<file path="src/rtl/carregador_matrizes.sv">
// Upstream loader for the matrix ALU: fetches two 5x5 byte matrices from a synchronous RAM,
// packs them into 200-bit buses and runs the ALU start/done handshake with an optional timeout.
module carregador_matrizes #(
  parameter int ADDR_W  = 8,
  parameter int TIMEOUT = 255
) (
  input  logic              clk,
  input  logic              rst_n,
  input  logic              cmd_valid,
  output logic              cmd_ready,
  input  logic [3:0]        cmd_opcode,
  input  logic [ADDR_W-1:0] cmd_addr_a,
  input  logic [ADDR_W-1:0] cmd_addr_b,
  output logic              mem_rd_en,
  output logic [ADDR_W-1:0] mem_addr,
  input  logic [7:0]        mem_rd_data,
  output logic [199:0]      matrizA,
  output logic [199:0]      matrizB,
  output logic [3:0]        opcode,
  output logic              start,
  input  logic              done,
  output logic              op_done,
  output logic              error
);

  localparam int         TMO_W  = (TIMEOUT < 2) ? 1 : $clog2(TIMEOUT + 1);
  localparam logic [4:0] LAST_K = 5'd24;

  typedef enum logic [2:0] {
    S_IDLE   = 3'd0,
    S_LOAD_A = 3'd1,
    S_LOAD_B = 3'd2,
    S_DRAIN  = 3'd3,
    S_RUN    = 3'd4,
    S_FINISH = 3'd5
  } state_e;

  state_e            state_q;
  logic              cmd_ready_q;
  logic              mem_rd_en_q;
  logic              start_q;
  logic              op_done_q;
  logic              error_q;
  logic              need_b_q;
  logic [ADDR_W-1:0] base_a_q;
  logic [ADDR_W-1:0] base_b_q;
  logic [ADDR_W-1:0] mem_addr_q;
  logic [3:0]        opcode_q;
  logic [4:0]        k_q;
  logic [199:0]      mat_a_q;
  logic [199:0]      mat_b_q;
  logic              cap_vld_q;
  logic              cap_b_q;
  logic [4:0]        cap_idx_q;
  logic [TMO_W-1:0]  tmo_q;

  logic [4:0]        k_d;
  logic [ADDR_W-1:0] addr_a_d;
  logic [ADDR_W-1:0] addr_b_d;
  logic              need_b_d;
  logic              tmo_hit_s;

  // Next read address, B-operand decode and timeout detection
  always_comb begin
    k_d       = k_q + 5'd1;
    addr_a_d  = base_a_q + ADDR_W'(k_d);
    addr_b_d  = base_b_q + ADDR_W'(k_d);
    need_b_d  = (cmd_opcode == 4'b0011) || (cmd_opcode == 4'b0100) || (cmd_opcode == 4'b0101);
    tmo_hit_s = (TIMEOUT != 0) && (tmo_q == TMO_W'(TIMEOUT - 1));
  end

  // Control FSM, read sequencing, delayed byte capture and registered outputs
  always_ff @(posedge clk or negedge rst_n) begin
    if (!rst_n) begin
      state_q     <= S_IDLE;
      cmd_ready_q <= 1'b0;
      mem_rd_en_q <= 1'b0;
      start_q     <= 1'b0;
      op_done_q   <= 1'b0;
      error_q     <= 1'b0;
      need_b_q    <= 1'b0;
      base_a_q    <= '0;
      base_b_q    <= '0;
      mem_addr_q  <= '0;
      opcode_q    <= 4'd0;
      k_q         <= 5'd0;
      mat_a_q     <= '0;
      mat_b_q     <= '0;
      cap_vld_q   <= 1'b0;
      cap_b_q     <= 1'b0;
      cap_idx_q   <= 5'd0;
      tmo_q       <= '0;
    end else begin
      // read data arrives one cycle after issue, so index/target trail the issuing state
      if (cap_vld_q) begin
        if (cap_b_q) begin
          mat_b_q[{cap_idx_q, 3'b000} +: 8] <= mem_rd_data;
        end else begin
          mat_a_q[{cap_idx_q, 3'b000} +: 8] <= mem_rd_data;
        end
      end
      cap_vld_q <= mem_rd_en_q;
      cap_idx_q <= k_q;
      cap_b_q   <= (state_q == S_LOAD_B);

      case (state_q)
        S_IDLE: begin
          op_done_q   <= 1'b0;
          error_q     <= 1'b0;
          start_q     <= 1'b0;
          mem_rd_en_q <= 1'b0;
          if (cmd_valid && cmd_ready_q) begin
            opcode_q    <= cmd_opcode;
            base_a_q    <= cmd_addr_a;
            base_b_q    <= cmd_addr_b;
            need_b_q    <= need_b_d;
            mat_b_q     <= '0;
            k_q         <= 5'd0;
            mem_addr_q  <= cmd_addr_a;
            mem_rd_en_q <= 1'b1;
            cmd_ready_q <= 1'b0;
            state_q     <= S_LOAD_A;
          end else begin
            cmd_ready_q <= 1'b1;
          end
        end
        S_LOAD_A: begin
          if (k_q == LAST_K) begin
            k_q <= 5'd0;
            if (need_b_q) begin
              mem_addr_q <= base_b_q;
              state_q    <= S_LOAD_B;
            end else begin
              mem_rd_en_q <= 1'b0;
              state_q     <= S_DRAIN;
            end
          end else begin
            k_q        <= k_d;
            mem_addr_q <= addr_a_d;
          end
        end
        S_LOAD_B: begin
          if (k_q == LAST_K) begin
            k_q         <= 5'd0;
            mem_rd_en_q <= 1'b0;
            state_q     <= S_DRAIN;
          end else begin
            k_q        <= k_d;
            mem_addr_q <= addr_b_d;
          end
        end
        S_DRAIN: begin
          start_q <= 1'b1;
          tmo_q   <= '0;
          state_q <= S_RUN;
        end
        S_RUN: begin
          if (done) begin
            start_q   <= 1'b0;
            op_done_q <= 1'b1;
            error_q   <= 1'b0;
            state_q   <= S_FINISH;
          end else if (tmo_hit_s) begin
            start_q   <= 1'b0;
            op_done_q <= 1'b1;
            error_q   <= 1'b1;
            state_q   <= S_FINISH;
          end else begin
            tmo_q <= tmo_q + TMO_W'(1);
          end
        end
        S_FINISH: begin
          op_done_q   <= 1'b0;
          error_q     <= 1'b0;
          cmd_ready_q <= 1'b1;
          state_q     <= S_IDLE;
        end
        default: begin
          start_q     <= 1'b0;
          mem_rd_en_q <= 1'b0;
          op_done_q   <= 1'b0;
          error_q     <= 1'b0;
          cmd_ready_q <= 1'b0;
          state_q     <= S_IDLE;
        end
      endcase
    end
  end

  assign cmd_ready = cmd_ready_q;
  assign mem_rd_en = mem_rd_en_q;
  assign mem_addr  = mem_addr_q;
  assign matrizA   = mat_a_q;
  assign matrizB   = mat_b_q;
  assign opcode    = opcode_q;
  assign start     = start_q;
  assign op_done   = op_done_q;
  assign error     = error_q;

endmodule

</file>
<file path="config.mk">
export PLATFORM = sky130hd
export DESIGN_NAME = carregador_matrizes
export DESIGN_NICKNAME = d
export VERILOG_FILES = /design/src/rtl/carregador_matrizes.sv
export SDC_FILE = /design/constraint.sdc
export NUM_CORES = 1
export LEC_CHECK = 0
export CORE_MARGIN = 8
export CORE_UTILIZATION = 54
export DETAILED_ROUTE_END_ITERATION = 8
export PLACE_DENSITY = 0.94
export REMOVE_ABC_BUFFERS = 1
export SLEW_MARGIN = 20
export SYNTH_ARGS = -nofsm -noshare
export SYNTH_HDL_FRONTEND = slang
export SYNTH_SLANG_ARGS = --single-unit
</file>
<file path="constraint.sdc">
create_clock -name clk -period 5.1 [get_ports clk]
set_clock_uncertainty 0.15 [all_clocks]
set_input_delay 1.53 -clock clk [delete_from_list [all_inputs] [get_ports clk]]
set_output_delay 1.53 -clock clk [all_outputs]
set_load 0.03 [all_outputs]
</file>
==> metrics.txt, run 1 <==
Post-Synthesis Mean Instance Area 11.0 sq um; synthesized flop and latch total 457; vias post-DR 16,300; Tcrit/Tclk final 70.4%; number of flops mapped to enable cells by yosys 0; cell taking the most area after synthesis dfrtp_1; crit start category flop; worst hold path type flop to flop; largest fanout on the critical path 18; Num Clock Sinks 457; die area 42,600 sq um; crit path time final 3.59 ns; Max clock buf depth 3; Async SR Flop Fraction 100%; RSZ-0062 raised after global routing no; Worst R2R Start cap_idx_q[2]$_DFF_PN0_; vias in the first global route 17,100; Compound-Gate Fraction of Synth Area 7.14%; WL/cell 25.5 um; final core utilization 73.2%; clock power share 29.6%; Die H 206 um; Die X 206 um; Multi-input gate area 7670 sq um; adder-cell share of the synthesized area 1.36%; Comb pwr share 33.3%; Congestion Overflow GR 0; Initial Util 54.9%; Synth-to-Final Area Change 33.4%; total of max-cap violations 0; internal power 7.68 mW; Reg2Reg Depth 6; largest family of logic cells by synthesized area simple AND/OR/NAND/NOR gates; Setup Fix Bufs, Post-CTS 0; Port Buffers 448; Warnings, synthesis 0; HP Start k_q[0]$_DFFE_PN0P_; Resize count post-CTS 0; share of cells above drive strength 1 14.8%; Worst Setup End Kind flop; Clock Pin Slew Worst Setup and Hold Paths 0.06 ns; H-tree Lvls 2; number of I/O pins 449; relative slew slack 16.7%; most frequent cell after synthesis dfrtp_1; row cnt 69; Worst Setup Path Type flop to flop; Sw Share 36.5%; pre-CTS setup slack 1.18 ns; Setup crit start cap_idx_q[2]$_DFF_PN0_; main flop type after synthesis dfrtp_1; total wire length 68,700 um; Max VDD drop 402 uV; cts hold-fix bufs 0; CTS tree yes; most frequent cells after synthesis 457 x dfrtp_1, 238 x nand2_1, 185 x mux2_2; simple-gate area share of the yosys netlist 15.3%; status finished clean; mux cell area share after synthesis 14.4%; Register Area 11,400 sq um; clock root cell clkbuf_16; final weighted congestion in routability-driven placement 0.898; Starting DRT DRC Count 1,419; post-synthesis sequential area ratio 58.4%; Via-to-Cell Ratio 6.06; Least-Margin Pin Slew 1.25 ns; Hold Crit Depth 0; Slew Viols, Final 0; Synth Area in XOR/XNOR 0.838%; Power Dens Cells 463 nW/um^2; first-pass GRT wire length 103,000 um; final setup margin 1.51 ns; first drt pass iteration count 5; remaining antenna violation count after routing 0; max frequency 0.278 GHz; Cell variety after synth 62; Final Setup Violations 0; leakage 12.5 nW; initial antenna violation count 1; Core ar. 35,700 sq um; final net count 2,244; top-area cell type share of the netlist area 58.4%; Flop pwr share 37.1%; DP HPWL 48,400 um; largest net degree at the start of global routing 119; Psw 4.40 mW; Layout fillers 2,223; Synth area leaders dfrtp_1 58%, mux2_2 11%, nand2_1 4.6%; GRT Overall Usage 31.6%; CTS Buf Count 47; Crit path required time 5.35 ns; post-synthesis cell count 1,772; Clk Latency, worst-skew pair 0.55 ns; Hold Violations, Final 0; DR DRC count 0; Post-Syn Area 19,600 sq um; CP arrival 3.84 ns
==> metrics by stage <==
stage	hold WS [ns]	std cells	power [mW]	area [sq um]	setup TNS, ns
2_1_floorplan	0.250	1668	6.76	19100	-21.63
6_report	0.313	2691	12.1	26100	0
4_1_cts	0.310	2690	12.1	26100	0
5_1_grt	0.323	2691	12.5	26100	0
3_5_place_dp	0.290	2604	8.49	24500	0
3_3_place_gp	0.291	2604	8.35	24500	0
==> worst paths after layout <==
kind	to	slack, ns
max reg2reg	matrizB[196]$_DFF_PN0_	1.51
max	matrizB[196]$_DFF_PN0_	1.51
max in group asynchronous	matrizB[39]$_DFF_PN0_	2.67
min in group asynchronous	matrizB[56]$_DFF_PN0_	0.94
min reg2reg	cap_idx_q[0]$_DFF_PN0_	0.31
min	cap_idx_q[0]$_DFF_PN0_	0.31
==> per-layer routing <==
metal  part of all wire (%)  global-route usage (%)  vias to the layer above  wire [um]
li1                       -                       -                     6914          -
met1                     37                    37.4                     8192      25300
met2                     49                    53.4                      962      33500
met3                    8.9                    7.57                      241       6090
met4                    5.6                    16.0                        0       3820
met5                      0                       0                        -          0
==> worst max-delay path, cell delays in order (launching register included) <==
cell and delay, ns:
dfrtp_1 0.52, nor3_4 0.38, xor2_2 0.42, nor2_2 0.77
nand3_1 0.73, nand3_1 0.33, o21ai_0 0.13
==> logic make-up (layout without fill, tap and decap cells) <==
kind of cell / count (synthesis) / in the layout
AO/OA/AOI/OAI: 250 / 250
multiplexers: 259 / 259
buffers and inverters: 119 / 576
flip-flops: 457 / 457
AND/OR/NAND/NOR: 650 / 650
adder cells (fa/ha/maj): 20 / 20
XOR/XNOR: 17 / 17
other: 0 / 1
==> flip-flops by register name (all words and copies together) (netlist names), 3 cells and up <==
register	cells
k_q	5
matrizA	200
tmo_q	8
base_b_q	8
state_q	3
matrizB	200
cap_idx_q	5
opcode	4
base_a_q	8
mem_addr	8
==> cell usage in the layout, fill, tap and decap left out, types with 13 or more instances in the layout <==
cell type          n
a21oi_1           68
and2_1            38
and3_1            39
buf_4             23
clkbuf_16         49
clkdlybuf4s50_1  445
clkinv_2          14
dfrtp_1          457
ha_1              18
inv_1             15
mux2_2           185
mux2i_1           74
nand2_1          238
nand3_1          100
nor2_1           160
nor2_2            13
o21ai_0          129
==> power by group through the flow <==
| stage | Combinational, mW | Clock [mW] | Sequential (mW) |
|---|---|---|---|
| finish | 4.02 | 3.57 | 4.48 |
| global route | 4.28 | 3.73 | 4.52 |
| global placement | 3.85 | 0 | 4.50 |
| floorplan | 1.61 | 0 | 5.15 |
| detailed placement | 3.97 | 0 | 4.53 |
| CTS | 4.01 | 3.60 | 4.47 |
==> area by class of cell <==
cell class,count,area share (%)
Antenna cell,1,0.00959
Timing Repair Buffer,475,18.1
Multi-Input combinational cell,1196,29.4
Clock buffer,64,5.37
Tap cell,461,2.21
Sequential cell,457,43.8
Clock inverter,22,0.858
Inverter,15,0.216
Note: power is estimated with default switching activity, not from simulation.
==> run 2: changes to the inputs <==
--- a/config.mk
+++ b/config.mk
@@ -6,9 +6,9 @@
 export NUM_CORES = 1
 export LEC_CHECK = 0
 export CORE_MARGIN = 8
-export CORE_UTILIZATION = 54
+export CORE_UTILIZATION = 51
 export DETAILED_ROUTE_END_ITERATION = 8
-export PLACE_DENSITY = 0.94
+export PLACE_DENSITY = 0.9
 export REMOVE_ABC_BUFFERS = 1
 export SLEW_MARGIN = 20
 export SYNTH_ARGS = -nofsm -noshare
==> constraint.sdc (replaced) <==
create_clock -name clk -period 3.44 [get_ports clk]
set_clock_uncertainty 0.15 [all_clocks]
set_input_delay 1.032 -clock clk [delete_from_list [all_inputs] [get_ports clk]]
set_output_delay 1.032 -clock clk [all_outputs]
set_load 0.03 [all_outputs]
==> metrics.txt, run 2 (synthesized netlist as in run 1, its figures left out) <==
share of cells above drive strength 1 15.3%; first drt pass iteration count 8; total chip power 17.9 mW; slowest CP cell and3_1; leakage 12.6 nW; Num Clock Sinks 457; Least-Margin Pin Slew 0.989 ns; minimum hold slack 0.182 ns; Worst path depth 8; Top Family by Delay on Critical Path simple AND/OR/NAND/NOR gates; commonest non-fill, non-tap cell in the layout dfrtp_1; max frequency 0.311 GHz; Clk Latency, worst-skew pair 0.57 ns; CP arrival 3.55 ns; Via-to-Cell Ratio 5.88; H-tree Lvls 2; relative slew slack 33.8%; pre-CTS setup slack -0.0295 ns; Max stage delay on crit path 0.67 ns; Resize count post-CTS 1; Initial Util 51.8%; Die H 212 um; largest fanout on the critical path 16; DP HPWL 48,300 um; status finished clean; number of I/O pins 449; initial antenna violation count 0; RSZ-0062 raised after global routing no; Worst Setup Path Type flop to flop; Max VDD drop 625 uV; cts hold-fix bufs 0; Tcrit/Tclk final 93.4%; final setup margin 0.226 ns; Port Buffers 448; CTS tree yes; final net count 2,264; DR DRC count 0; Final Cell Area 26,300 sq um; crit-path cells inv_1, ha_1, or2_2, o21bai_1, a21oi_1, and3_1, nand3_1, o21ai_1; worst hold path type input port to async pin; WL/cell 24.4 um; die area 44,900 sq um; Die X 212 um; Synth-to-Final Area Change 34.5%; row cnt 71; crit start category flop; Crit path required time 3.77 ns; Reg2Reg Depth 8; largest net degree at the start of global routing 103; Power Dens Cells 679 nW/um^2; GRT Overall Usage 29.4%; Placed Area 24,700 sq um; Congestion Overflow GR 0; Max clock buf depth 3; vias in the first global route 16,800; clock root cell clkbuf_16; Slew Viols, Final 0; crit path time final 3.21 ns; Starting DRT DRC Count 1,213; most frequent cells in the layout 457 x dfrtp_1, 447 x clkdlybuf4s50_1, 238 x nand2_1, 185 x mux2_2, 159 x nor2_1; CTS Buf Count 47; Setup Fix Bufs, Post-CTS 0; remaining antenna violation count after routing 0; first-pass GRT wire length 102,000 um; total wire length 67,400 um; final weighted congestion in routability-driven placement 0.938; Worst Setup End Kind flop; WP buf/inv 1; total of max-cap violations 0; Hold Violations, Final 0; Clock Pin Slew Worst Setup and Hold Paths 0.06 ns; Core ar. 37,800 sq um; vias post-DR 16,200; Final Setup Violations 0; Antenna Cells 0
## run 2: cell types whose count changed in the layout (fill, tap and decap cells not counted), moves of 2 or more
cell and delta:
buf_12 +3, buf_2 -2, clkbuf_1 +6, clkinv_4 -2
buf_4 +17, clkinv_2 -3, clkdlybuf4s50_1 +2
## run 2: final cells by class
cell class,count,area [sq um]
fill,2540,11400
multi-input combinational,1196,7680
clock buffer,69,1410
timing repair buffer,495,4930
sequential,457,11400
inverter,15,56.3
clock inverter,16,161
tap,511,639
## run 2: power breakdown
group / switching (mW) / internal, mW / leakage (nW)
Combinational: 3.79 / 2.25 / 5.76
Sequential: 0.600 / 6.04 / 6.02
Clock: 2.13 / 3.06 / 0.784
## run 2: per-stage QoR
step	setup TNS, ns	utilization (%)	cells
detailed placement	-0.131	65.5	2674
global placement	0	65.5	2674
CTS	0	69.7	2759
floorplan	-191.06	-	1668
finish	0	69.7	2759
global route	0	69.7	2759
## run 2: path summary, 6_finish.rpt
path,startpoint,endpoint,slack (ns)
worst max-delay path,cap_idx_q[0]$_DFF_PN0_,matrizB[29]$_DFF_PN0_,0.23
worst min-delay path,rst_n,matrizA[124]$_DFFE_PN0P_,0.18
worst max register to register,cap_idx_q[0]$_DFF_PN0_,matrizB[29]$_DFF_PN0_,0.23
worst min register to register,opcode[3]$_DFFE_PN0P_,opcode[3]$_DFFE_PN0P_,0.34
max in group asynchronous,rst_n,matrizA[87]$_DFFE_PN0P_,2.11
min in group clk,opcode[3]$_DFFE_PN0P_,opcode[3]$_DFFE_PN0P_,0.34
## run 2: layer usage
metal / global-route usage [%] / routed length (um) / vias up
li1: - / - / 6965
met1: 35.0 / 25300 / 8190
met2: 49.6 / 33100 / 864
met3: 6.89 / 5380 / 216
met4: 14.6 / 3640 / 0
met5: 0 / 0 / -
